`config.mk`:
```
export PLATFORM = sky130hd
export DESIGN_NAME = pe_operand_stage
export DESIGN_NICKNAME = d
export VERILOG_FILES = /design/src/rtl/pe_operand_stage.sv
export SDC_FILE = /design/constraint.sdc
export NUM_CORES = 1
export LEC_CHECK = 0
export ABC_AREA = 1
export BUFFER_PORTS_ARGS = -buffer_cell sky130_fd_sc_hd__buf_2
export CAP_MARGIN = 15
export CORE_UTILIZATION = 49
export DETAILED_ROUTE_END_ITERATION = 10
export GPL_TIMING_DRIVEN = 0
export MAX_ROUTING_LAYER = met4
export PLACE_DENSITY_LB_ADDON = 0.15
export SLEW_MARGIN = 20
export SYNTH_ARGS = -nofsm -noshare
export SYNTH_HDL_FRONTEND = slang
export SYNTH_SLANG_ARGS = --single-unit
```
`constraint.sdc`:
```
create_clock -name clk -period 4.5 [get_ports clk]
set_input_delay 0.225 -clock clk [delete_from_list [all_inputs] [get_ports clk]]
set_output_delay 0.225 -clock clk [all_outputs]
set_load 0.01 [all_outputs]
```
`src/rtl/pe_operand_stage.sv`:
```
// pe_operand_stage: resolves PE operands from routed input, constants, hold or accumulator
// and presents them to the compute unit through a 2-entry skid buffer.
module pe_operand_stage #(
    parameter int DataWidth = 16
) (
    input  logic                 clk,
    input  logic                 rst,
    input  logic                 flush,
    input  logic [1:0]           cfg_mode_a,
    input  logic [1:0]           cfg_mode_b,
    input  logic [1:0]           cfg_mode_d,
    input  logic [DataWidth-1:0] cfg_const_a,
    input  logic [DataWidth-1:0] cfg_const_b,
    input  logic                 cfg_const_d,
    input  logic                 in_valid,
    output logic                 in_ready,
    input  logic [DataWidth-1:0] in_data0,
    input  logic [DataWidth-1:0] in_data1,
    input  logic                 in_bit0,
    input  logic [8:0]           in_op_code,
    input  logic [DataWidth-1:0] acc_in,
    output logic                 out_valid,
    input  logic                 out_ready,
    output logic [DataWidth-1:0] op_a,
    output logic [DataWidth-1:0] op_b,
    output logic                 op_d_p,
    output logic [8:0]           op_code
);
    logic                 m_valid, s_valid;
    logic [DataWidth-1:0] m_a, m_b, s_a, s_b, hold_a, hold_b;
    logic                 m_d, s_d, hold_d;
    logic [8:0]           m_code, s_code;
    logic [DataWidth-1:0] res_a, res_b;
    logic                 res_d, accept, pop;
    always_comb begin
        res_a = cfg_mode_a == 2'd0 ? in_data0 :
                cfg_mode_a == 2'd1 ? cfg_const_a :
                cfg_mode_a == 2'd2 ? hold_a : acc_in;
        res_b = cfg_mode_b == 2'd1 ? cfg_const_b :
                cfg_mode_b == 2'd2 ? hold_b : in_data1;
        res_d = cfg_mode_d == 2'd1 ? cfg_const_d :
                cfg_mode_d == 2'd2 ? hold_d : in_bit0;
    end
    assign in_ready  = ~s_valid;
    assign accept    = in_valid & ~s_valid;
    assign pop       = m_valid & out_ready;
    assign out_valid = m_valid;
    assign op_a      = m_a;
    assign op_b      = m_b;
    assign op_d_p    = m_d;
    assign op_code   = m_code;
    always_ff @(posedge clk or posedge rst) begin
        if (rst) begin
            {m_valid, m_a, m_b, m_d, m_code} <= '0;
            {s_valid, s_a, s_b, s_d, s_code} <= '0;
            {hold_a, hold_b, hold_d}         <= '0;
        end else begin
            if (accept) {hold_a, hold_b, hold_d} <= {res_a, res_b, res_d};
            // flush discards everything buffered, including a set accepted this cycle
            if (flush) begin
                m_valid <= 1'b0;
                s_valid <= 1'b0;
            end else if (!m_valid || pop) begin
                if (s_valid) begin
                    {m_a, m_b, m_d, m_code} <= {s_a, s_b, s_d, s_code};
                    s_valid <= 1'b0;
                end else if (accept) begin
                    {m_a, m_b, m_d, m_code} <= {res_a, res_b, res_d, in_op_code};
                end
                m_valid <= s_valid | accept;
            end else if (accept) begin
                {s_a, s_b, s_d, s_code} <= {res_a, res_b, res_d, in_op_code};
                s_valid <= 1'b1;
            end
        end
    end
endmodule

```
==> reports/qor.csv <==
stage,metric,value,unit
power,swShare,27.9,%
clocking,cts_made_buffers,17,
worst_setup_path,timing.rr.end,op_a[15],
synthesis,synth_top_family_by_area,simple AND/OR/NAND/NOR gates,
grt,antenna_found_initial,0,
detailed_routing,drt_first_pass_iters,5,
worst_setup_path,critPathKind,register to primary output,
worst_setup_path,critPathCaptureType,primary output,
finish,post-route-util,64.0,%
worst_setup_path,r2r_start,s_valid,
grt,grt_pass1_vias,5146,
synthesis,postSynthAreaPerCell,7.47,um^2
worst_setup_path,endpoint,in_ready,
synthesis,yosysMostFrequentCell,nand2_1,
clocking,cts_tree,yes,
grt,grt.total_usage,26.5,%
finish,syn_to_final_growth,26.2,%
synthesis,synthArstFlopShare,100,%
run,maxCapViolCount,0,
sta,finalHoldViolations,0,
placement,dpl_worst_slack,2.82,ns
detailed_routing,drc,0,
synthesis,synth_seq_area_share,51.2,%
synthesis,ys_types,23,
synthesis,netlist_area,5810,um^2
power,power.share.clock,39.9,%
power,seq_power_share,42.5,%
worst_setup_path,setup.worst_path.start_class,register,
sta,hold_ws,0.0943,ns
detailed_routing,first_iter_violations,369,
die,start_util,50.7,%
die,core,11500,um^2
synthesis,synth-simple-area-share,29.6,%
sta,fin_tns_setup,0,ns
synthesis,synth_edf_count,0,
synthesis,synthCells,778,
clocking,insertion_delay,0.41,ns
clocking,clockRootBuffer,clkbuf_16,
synthesis,synth_area_leader_cell,dfrtp_1,
sta,fin_crit,2.01,ns
power,p_switching,0.928,mW
synthesis,synth_mux_area_share,0,%
placement,place_congestion,0.808,
sta,finalMaxSlewViolations,0,
synthesis,synth_nets,880,
grt,grt_first_pass_wirelength,25100,um
power,intPower,2.40,mW
die,rows,39,
finish,layout-drive-gt1-share,23.0,%
detailed_routing,viasPerCell,5.00,
sta,fin_skew,0.00977,ns
synthesis,synthXorXnorAreaFrac,0,%
worst_setup_path,timing.critical_path.from,s_valid,
clocking,htree_levels,4,
sta,finalSetupViolations,0,
synthesis,synth_warnings,0,
placement,portBuffers,144,
synthesis,synth_ff_type,dfrtp_1,
finish,layout.nets,1045,
synthesis,synth-seq-cells,119,
sta,max_freq,0.498,GHz
sta,fin_ws,2.49,ns
power,vdd.ir_drop.worst,0.235,mV
finish,antenna_cells,0,
status,status,"finished, final reports clean",
die,die_w,111,um
synthesis,synth-compound-area-share,12.0,%
placement,dp_hpwl,11000,um
power,power_frac_comb,17.6,%
power,powerDensity,453,nW/um^2
sta,fin_crit_sh,44.6,%
clocking,clk_pin_slew,0.05,ns
power,power.static_leakage,4.06,nW
detailed_routing,wl_per_cell,13.8,um
grt,grt_max_degree,67,
grt,grt-ovfl-total,0,
sta,rsz0062_at_grt,false,
detailed_routing,postRouteAntennaNets,0,
die,die-area,12300,um^2
synthesis,synth.area.top_cells,"dfrtp_1, nand2_1, o21ai_0, nor2_1, nand3_1",
synthesis,synth_commonest_cells,"nand2_1, dfrtp_1, nor2_1, o21ai_0, inv_1",
worst_setup_path,reg2reg_depth,8,
sta,slew_headroom,62.0,%
synthesis,synthAdderAreaFrac,0,%
clocking,cts.sinks,119,
detailed_routing,num_vias,5490,
hold_path,hold_path_class,input pin to register,
worst_setup_path,critPathRequiredTime,4.28,ns
worst_setup_path,r2r_slack,2.84,ns
clocking,clockBufferDepth,2,
worst_setup_path,worst-path-max-fanout,10,
die,die_y,111,um
die,ios,146,
synthesis,synthDominantCellAreaShare,51.2,%
detailed_routing,totalWireLength,15100,um
worst_setup_path,critPathArrivalTime,1.78,ns
sta,tightest_slew,0.570,ns
[cell usage in the layout (no fill, tap or decap), drive strengths merged]
cell type	count
nand2	294
buf	176
dfrtp	119
o21ai	92
nor2	88
inv	57
nand3	41
clkbuf	32
a31oi	28
a21oi	5
clkinv	5
or2	5
a2bb2oi	4
nand3b	2
bufinv	2
clkinvlp	2
and2	1
dlygate4sd3	1
[per-layer routing]
layer  up-vias  share of wire (%)  global-route usage (%)
li1       2809                  -                       -
met1      2469                 46                    36.0
met2       196                 47                    40.8
met3        16                6.5                    5.63
met4         0                1.0                    6.84
met5         -                  0                       -
[worst max-delay path, stage by stage (launching register included)]
cell and delay, ns:
dfrtp_1 0.35, buf_2 0.17, inv_2 0.16, buf_2 0.25
buf_2 0.27, buf_2 0.17
[area by class of cell]
cell class | count | area, um^2
clock buffer | 21 | 480
sequential | 119 | 2980
multi-input combinational | 560 | 2420
tap | 143 | 179
fill | 1034 | 4130
timing repair buffer | 146 | 758
clock inverter | 9 | 100
inverter | 57 | 219
buffer | 42 | 204
[sequential cells by signal (all words and copies together) (netlist names)]
name / flops
hold_a: 16
hold_b: 16
op_a: 16
op_b: 16
s_a: 16
s_b: 16
op_code: 9
s_code: 9
hold_d: 1
op_d_p: 1
out_valid: 1
s_d: 1
s_valid: 1
[logic make-up after synthesis]
group                  count (synthesis)
AND/OR/NAND/NOR                      431
AO/OA/AOI/OAI                        129
flip-flops                           119
buffers and inverters                 99
[power by group through the flow]
stage	clock (mW)	sequential, mW	combinational, mW
after floorplan	0	1.43	0.341
after global placement	0	1.42	0.570
after detailed placement	0	1.42	0.588
after CTS	1.34	1.41	0.591
after global routing	1.39	1.43	0.671
final	1.33	1.41	0.585
[how the worst min path moves through the flow]
stage | start | to | cells after the start
after floorplan | in_valid | s_valid | 2
after global placement | op_b[1] | op_b[1] | 2
after detailed placement | rst | hold_a[14] | 2
after CTS | in_op_code[1] | s_code[1] | 3
after global routing | in_op_code[6] | s_code[6] | 3
final | in_op_code[2] | s_code[2] | 3
[metrics by stage]
| stage | area (um^2) | cells | power [mW] |
|---|---|---|---|
| floorplan | 5810 | 778 | 1.77 |
| global placement | 6710 | 1065 | 1.99 |
| detailed placement | 6750 | 1066 | 2.01 |
| CTS | 7340 | 1097 | 3.34 |
| global route | 7340 | 1097 | 3.49 |
| finish | 7340 | 1097 | 3.32 |
[what timing repair did]
item,in CTS,in global routing
gates resized for setup,0,0
setup buffers,0,0
endpoints found under the hold margin,53,0
hold buffers,1,0
(Power assumes the default switching activity.)
